$ cat config.mk
export PLATFORM = sky130hd
export DESIGN_NAME = fb_arbiter
export DESIGN_NICKNAME = d
export VERILOG_FILES = /design/src/rtl/fb_pkg.sv /design/src/rtl/fb_swap_ctrl.sv /design/src/rtl/fb_arbiter.sv
export SDC_FILE = /design/constraint.sdc
export NUM_CORES = 1
export LEC_CHECK = 0
export ABC_AREA = 1
export BUFFER_PORTS_ARGS = -buffer_cell sky130_fd_sc_hd__buf_2
export CORE_MARGIN = 3
export CORE_UTILIZATION = 30
export CTS_CLUSTER_DIAMETER = 50
export CTS_CLUSTER_SIZE = 30
export DETAILED_ROUTE_END_ITERATION = 8
export PLACE_DENSITY_LB_ADDON = 0.08
export SLEW_MARGIN = 20
export SYNTH_ARGS = -nofsm -noshare
export SYNTH_HDL_FRONTEND = slang
export SYNTH_SLANG_ARGS = --single-unit
$ cat constraint.sdc
create_clock -name clk -period 1.8 [get_ports clk]
set_input_delay 0.09 -clock clk [delete_from_list [all_inputs] [get_ports clk]]
set_output_delay 0.09 -clock clk [all_outputs]
set_load 0.005 [all_outputs]
$ cat src/rtl/fb_pkg.sv
// Shared types and defaults for the frame-buffer arbiter.
// It also holds the bank-select rule for filter accesses.
package fb_pkg;

    localparam int FB_ADDR_W = 16;
    localparam int FB_DATA_W = 8;

    typedef enum logic {
        S_RUN,
        S_SWAP_PEND
    } fb_state_t;

    typedef enum logic {
        OWN_DISP,
        OWN_FLT
    } fb_owner_t;

    // Only filter reads may look at the shown bank; everything else hits the back bank.
    function automatic logic flt_bank_sel(input logic front, input logic src, input logic we);
        return (src & ~we) ? front : ~front;
    endfunction

endpackage

$ cat src/rtl/fb_swap_ctrl.sv
// Swap controller: vsync falling-edge detect, swap FSM and the shown-bank register.
// A requested swap takes effect only on a vsync fall seen while already pending.
module fb_swap_ctrl
    import fb_pkg::*;
(
    input  logic clk,
    input  logic rst,
    input  logic vsync_i,
    input  logic frame_done_i,
    output logic run_o,
    output logic swap_pending_o,
    output logic front_bank_o,
    output logic frame_swapped_o
);

    fb_state_t state_q, state_d;
    logic      vs_q;
    logic      front_bank_q, front_bank_d;
    logic      swap;

    always_ff @(posedge clk) begin
        if (rst) begin
            state_q      <= S_RUN;
            vs_q         <= 1'b1;
            front_bank_q <= 1'b0;
        end else begin
            state_q      <= state_d;
            vs_q         <= vsync_i;
            front_bank_q <= front_bank_d;
        end
    end

    always_comb begin
        state_d      = state_q;
        front_bank_d = front_bank_q;
        swap         = 1'b0;
        case (state_q)
            S_RUN: begin
                // A vsync fall in this same cycle is deliberately not acted on.
                if (frame_done_i) state_d = S_SWAP_PEND;
            end
            S_SWAP_PEND: begin
                if (vs_q & ~vsync_i) begin
                    state_d      = S_RUN;
                    front_bank_d = ~front_bank_q;
                    swap         = 1'b1;
                end
            end
            default: state_d = S_RUN;
        endcase
    end

    assign run_o           = (state_q == S_RUN);
    assign swap_pending_o  = (state_q == S_SWAP_PEND);
    assign front_bank_o    = front_bank_q;
    assign frame_swapped_o = swap;

endmodule

$ cat src/rtl/fb_arbiter.sv
// Single-port frame-buffer arbiter: display reads always win, filter takes idle cycles.
// Double-buffered banks swap on vsync fall; read data returns one cycle after issue.
module fb_arbiter
    import fb_pkg::*;
#(
    parameter int ADDR_W = FB_ADDR_W,
    parameter int DATA_W = FB_DATA_W
) (
    input  logic              clk,
    input  logic              rst,
    input  logic              i_vsync,
    input  logic              disp_rd_en,
    input  logic [ADDR_W-1:0] disp_addr,
    output logic [DATA_W-1:0] disp_rd_data,
    output logic              disp_rd_valid,
    input  logic              flt_req,
    input  logic              flt_we,
    input  logic              flt_src,
    input  logic [ADDR_W-1:0] flt_addr,
    input  logic [DATA_W-1:0] flt_wdata,
    output logic              flt_gnt,
    output logic [DATA_W-1:0] flt_rd_data,
    output logic              flt_rd_valid,
    input  logic              flt_frame_done,
    output logic              flt_swap_pending,
    output logic              front_bank,
    output logic              frame_swapped,
    output logic              mem_en,
    output logic              mem_we,
    output logic [ADDR_W:0]   mem_addr,
    output logic [DATA_W-1:0] mem_wdata,
    input  logic [DATA_W-1:0] mem_rdata
);

    logic      run;
    logic      rd_vld_q, rd_vld_d;
    fb_owner_t rd_own_q, rd_own_d;

    fb_swap_ctrl u_swap (
        .clk            (clk),
        .rst            (rst),
        .vsync_i        (i_vsync),
        .frame_done_i   (flt_frame_done),
        .run_o          (run),
        .swap_pending_o (flt_swap_pending),
        .front_bank_o   (front_bank),
        .frame_swapped_o(frame_swapped)
    );

    assign flt_gnt = flt_req & ~disp_rd_en & run;

    always_comb begin
        mem_en    = 1'b0;
        mem_we    = 1'b0;
        mem_addr  = '0;
        mem_wdata = '0;
        if (disp_rd_en) begin
            mem_en   = 1'b1;
            mem_addr = {front_bank, disp_addr};
        end else if (flt_gnt) begin
            mem_en    = 1'b1;
            mem_we    = flt_we;
            mem_wdata = flt_wdata;
            mem_addr  = {flt_bank_sel(front_bank, flt_src, flt_we), flt_addr};
        end
    end

    // The bank is part of mem_addr at issue, so a read straddling a swap stays coherent.
    always_comb begin
        rd_vld_d = disp_rd_en | (flt_gnt & ~flt_we);
        rd_own_d = disp_rd_en ? OWN_DISP : OWN_FLT;
    end

    always_ff @(posedge clk) begin
        if (rst) begin
            rd_vld_q <= 1'b0;
            rd_own_q <= OWN_DISP;
        end else begin
            rd_vld_q <= rd_vld_d;
            rd_own_q <= rd_own_d;
        end
    end

    assign disp_rd_valid = rd_vld_q & (rd_own_q == OWN_DISP);
    assign flt_rd_valid  = rd_vld_q & (rd_own_q == OWN_FLT);
    assign disp_rd_data  = disp_rd_valid ? mem_rdata : '0;
    assign flt_rd_data   = flt_rd_valid ? mem_rdata : '0;

endmodule

======== Word-level counts from Yosys, hierarchy flattened ========
Cells that the tools add are included.
storage, ports and cells
  flip-flop bits (word level) ............. 5
  bits of input ports ..................... 56
  logic and storage cells ................. 37
cells by class
  mux-type cells .......................... 17
  bitwise operators ....................... 14
  reduce and logical (&&, ||, !) cells .... 1
operator list
  operator           count
  $mux W17           2
  $mux W8            4
  $mux W1            10
  $and A1 B1 Y1      7
  $not A1 Y1         6
  $pmux W1 S2        1
  $reduce_and A2 Y1  1
  $or A1 B1 Y1       1

======== Depth between registers and ports, before layout ========
  depth in word-level cells ............... 5
  depth in mapped cells ................... 7
  gate-level depth less buffers ........... 5

======== Modules after synthesis ========
Synthesis repeated with hierarchy kept, for this count alone.
unflattened totals
  cells, all modules ...................... 131
  area total of the unflattened synthesis .. 618.1 um^2
modules (own cells, without submodules)
  module        times used  cells an instance  area each (um^2)  seq. area each (um^2)
  fb_arbiter    1           116                506.7             40.0
  fb_swap_ctrl  1           15                 111.4             60.1

======== Least setup slack after synthesis ========
Ideal clock, no wire load.
  path type ............................... reg-to-output
  start point ............................. reg u_swap.state_q, in the netlist u_swap.swap_pending_o
  end point ............................... out mem_addr[10]
  arrival time ............................ 894 ps
  required time ........................... 1,710 ps
  setup slack ............................. 816 ps
  stages on the path, launching flop included .. 7
  path buffers ............................ 1
  path through ............................ dfxtp_1 > inv_1 > nand3_4 > inv_6 > buf_12 > nand2_1 > nand2_1
between the ends
  cells in the longest elaborated chain, start to end .. 4
ends and longest elaborated chain
  element                   line                RTL
  start: declaration        fb_swap_ctrl.sv:16  fb_state_t state_q, state_d;
  start signal: assignment  fb_swap_ctrl.sv:27  state_q <= state_d;
  $not A1 Y1                fb_swap_ctrl.sv:53  assign run_o = (state_q == S_RUN);
  $and A1 B1 Y1             fb_arbiter.sv:50    assign flt_gnt = flt_req & ~disp_rd_en & run;
  via flt_gnt               fb_arbiter.sv:21    output logic flt_gnt,
  $mux W17                  fb_arbiter.sv:60    end else if (flt_gnt) begin
  $mux W17                  fb_arbiter.sv:57    if (disp_rd_en) begin
  end: declaration          fb_arbiter.sv:30    output logic [ADDR_W:0] mem_addr,
The timed path passes the listed nets, and every way through them passes these cells.

======== Worst setup path after layout ========
  start point ............................. reg u_swap.state_q, in the netlist u_swap.swap_pending_o
  end point ............................... out mem_addr[11]
between the ends
  cells in the longest elaborated chain, start to end .. 4
ends and longest elaborated chain
  element        line
  $not A1 Y1     fb_swap_ctrl.sv:53
  $and A1 B1 Y1  fb_arbiter.sv:50
  $mux W17       fb_arbiter.sv:60
  $mux W17       fb_arbiter.sv:57
No other way between the ends.

==> metrics.txt <==
Initial Utilization 32.0%; Worst-Margin Slew 0.356 ns; Max VDD drop 300 uV; initial antenna violation count 0; RR Endpoint rd_vld_q$_SDFF_PP0_; register bit count reported by yosys 5; residual DRC count 0; CTS Buf Count 3; PortBufs 104; Synth Instances 129; antenna cells 0; worst r2r path cells 5; synth unique cells 16; total power 0.000461 W; Area growth syn-to-layout 85.2%; Mapped Area 634 um^2; Reg clk slew, reported paths 0.05 ns; CTS Buffer Depth 2; Area contributors post-synth nand2_1, nor2_1, dfxtp_1, inv_1, nand2_2; fin crit period 1.33 ns; most frequent cells after synthesis nand2_1, nor2_1, inv_1; Clock Skew 0.00578 ns; post-synthesis async set-or-reset flop share 0%; Worst EP arrival 1.24 ns; largest net degree at the start of global routing 20; hold path cells 2; startpoint class of the critical path flip-flop; DR pass1 iterations 4; Site Rows 16; worst hold endpoint rd_own_q$_SDFF_PP0_; CTS tree done; required time of the worst setup path 1.71 ns; number of flops mapped to enable cells by yosys 0; GRT overflow 0; status completed; initial DRC count 16; vias post-DR 1046; CTS sink count 5; leakage 0.892 nW; critical path class flip-flop to output port; worst min-delay path class input port to flip-flop; vias in the first global route 892; Total GRT Usage 16.3%; Post-CTS Resized 0; die footprint 0.00270 mm^2; post-synthesis sequential area ratio 15.8%; WL final 2230 um; Max H-tree Level 1; vias per inst 4.02; RSZ-0062 raised after global routing false; Setup Viol. Count Final 0; insertion delay to the later sink of the worst-skew pair 0.24 ns; Avg Cell Area, Syn 4.92 um^2; Post-CTS Hold Buffers 0; root buffer cell clkbuf_4; fmax 751 MHz; core area 0.00198 mm^2; Hold Slack 0.0434 ns; share of cells above drive strength 1 49.4%; DRT antenna net count 0; Post-CTS Setup Inserts 0; reg2reg start u_swap.swap_pending_o$_SDFF_PP0_; hpwl dp 1950 um; fin nets 290; count leader, synth nand2_1; setup TNS 0 ns; Max-slew headroom 76.3%; Die X 52.0 um; yosys warns 0; Synth top area share 30.8%; I/O pins 105; Net Count, Synth 185; Synth Flop Type dfxtp_1; crit end category output port; Die H 52.0 um; Final Hold Fails 0; final worst path period share 73.9%; DR WL/cell 8.57 um; Reg2Reg Setup Slack 0.92 ns; Power Density 392 mW/mm^2; fin. max-slew vios 0; GPL Wtd Cong 0.677; first-pass GRT wire length 3470 um; Max FO, Critical Path 17; maxcap violations 0; largest area contributor in the netlist nand2_1; Hold Path Origin rst
[cell type report]
class | instances | area, um^2
Clock buffer | 4 | 26.3
Fill cell | 212 | 807
Inverter | 25 | 104
Multi-Input combinational cell | 95 | 390
Sequential cell | 5 | 100
Tap cell | 27 | 33.8
Timing Repair Buffer | 104 | 520
[where the power goes]
part	total (W)	internal [W]	leakage, nW	switching [W]
sequential	0.000124	0.000118	0.0416	0.00000571
clock	0.000127	0.0000836	0.0150	0.0000430
combinational	0.000210	0.000107	0.835	0.000103
[routing by layer]
layer | share of wire (%) | global-route usage [%] | vias to the layer above
li1 | - | - | 576
met1 | 36 | 15.9 | 422
met2 | 54 | 32.4 | 48
met3 | 11 | 5.16 | 0
met4 | 0 | 3.93 | 0
met5 | 0 | 0 | -
[sequential cells by signal, summed over array words and instances, names as in the netlist]
signal and count:
rd_own_q 1, rd_vld_q 1, u_swap.front_bank_o 1, u_swap.swap_pending_o 1, u_swap.vs_q 1
[placed cells by master (no fill, tap or decap), drive strengths merged]
cell,Yosys,final
a21oi,1,1
buf,3,104
clkbuf,1,4
dfxtp,5,5
inv,25,25
nand2,56,56
nand3,2,2
nand4,1,1
nor2,32,32
o21ai,2,2
or2,1,1
[kinds of logic after synthesis]
family                 share of synthesized area, %
AND/OR/NAND/NOR                                59.2
buffers and inverters                          22.7
flip-flops                                     15.8
AO/OA/AOI/OAI                                  2.37
[critical path, cell delays in order (launching register included)]
cell and delay (ns):
dfxtp_1 0.34, inv_1 0.12, nand3_4 0.15, inv_6 0.16, nand2_1 0.07, nand2_1 0.05, buf_2 0.10
[stage by stage]
stage	setup slack, ns	instances	util [%]	area, um^2
after floorplan	0.816	129	-	634
after global placement	0.755	256	58.0	1150
after CTS	0.454	260	59.3	1170
after detailed placement	0.719	256	58.0	1150
final	0.469	260	59.3	1170
after global routing	0.314	260	59.3	1170
[worst max path at each step]
stage                                           startpoint      endpoint  slack (ns)  depth (start not counted)
after floorplan           u_swap.swap_pending_o$_SDFF_PP0_  mem_addr[10]        0.82                          6
after global routing      u_swap.swap_pending_o$_SDFF_PP0_   mem_addr[9]        0.31                          6
after CTS                 u_swap.swap_pending_o$_SDFF_PP0_   mem_addr[9]        0.45                          6
final                     u_swap.swap_pending_o$_SDFF_PP0_  mem_addr[11]        0.47                          6
after global placement    u_swap.swap_pending_o$_SDFF_PP0_   mem_addr[2]        0.75                          6
after detailed placement  u_swap.swap_pending_o$_SDFF_PP0_   mem_addr[2]        0.72                          6
(Power assumes the default switching activity.)
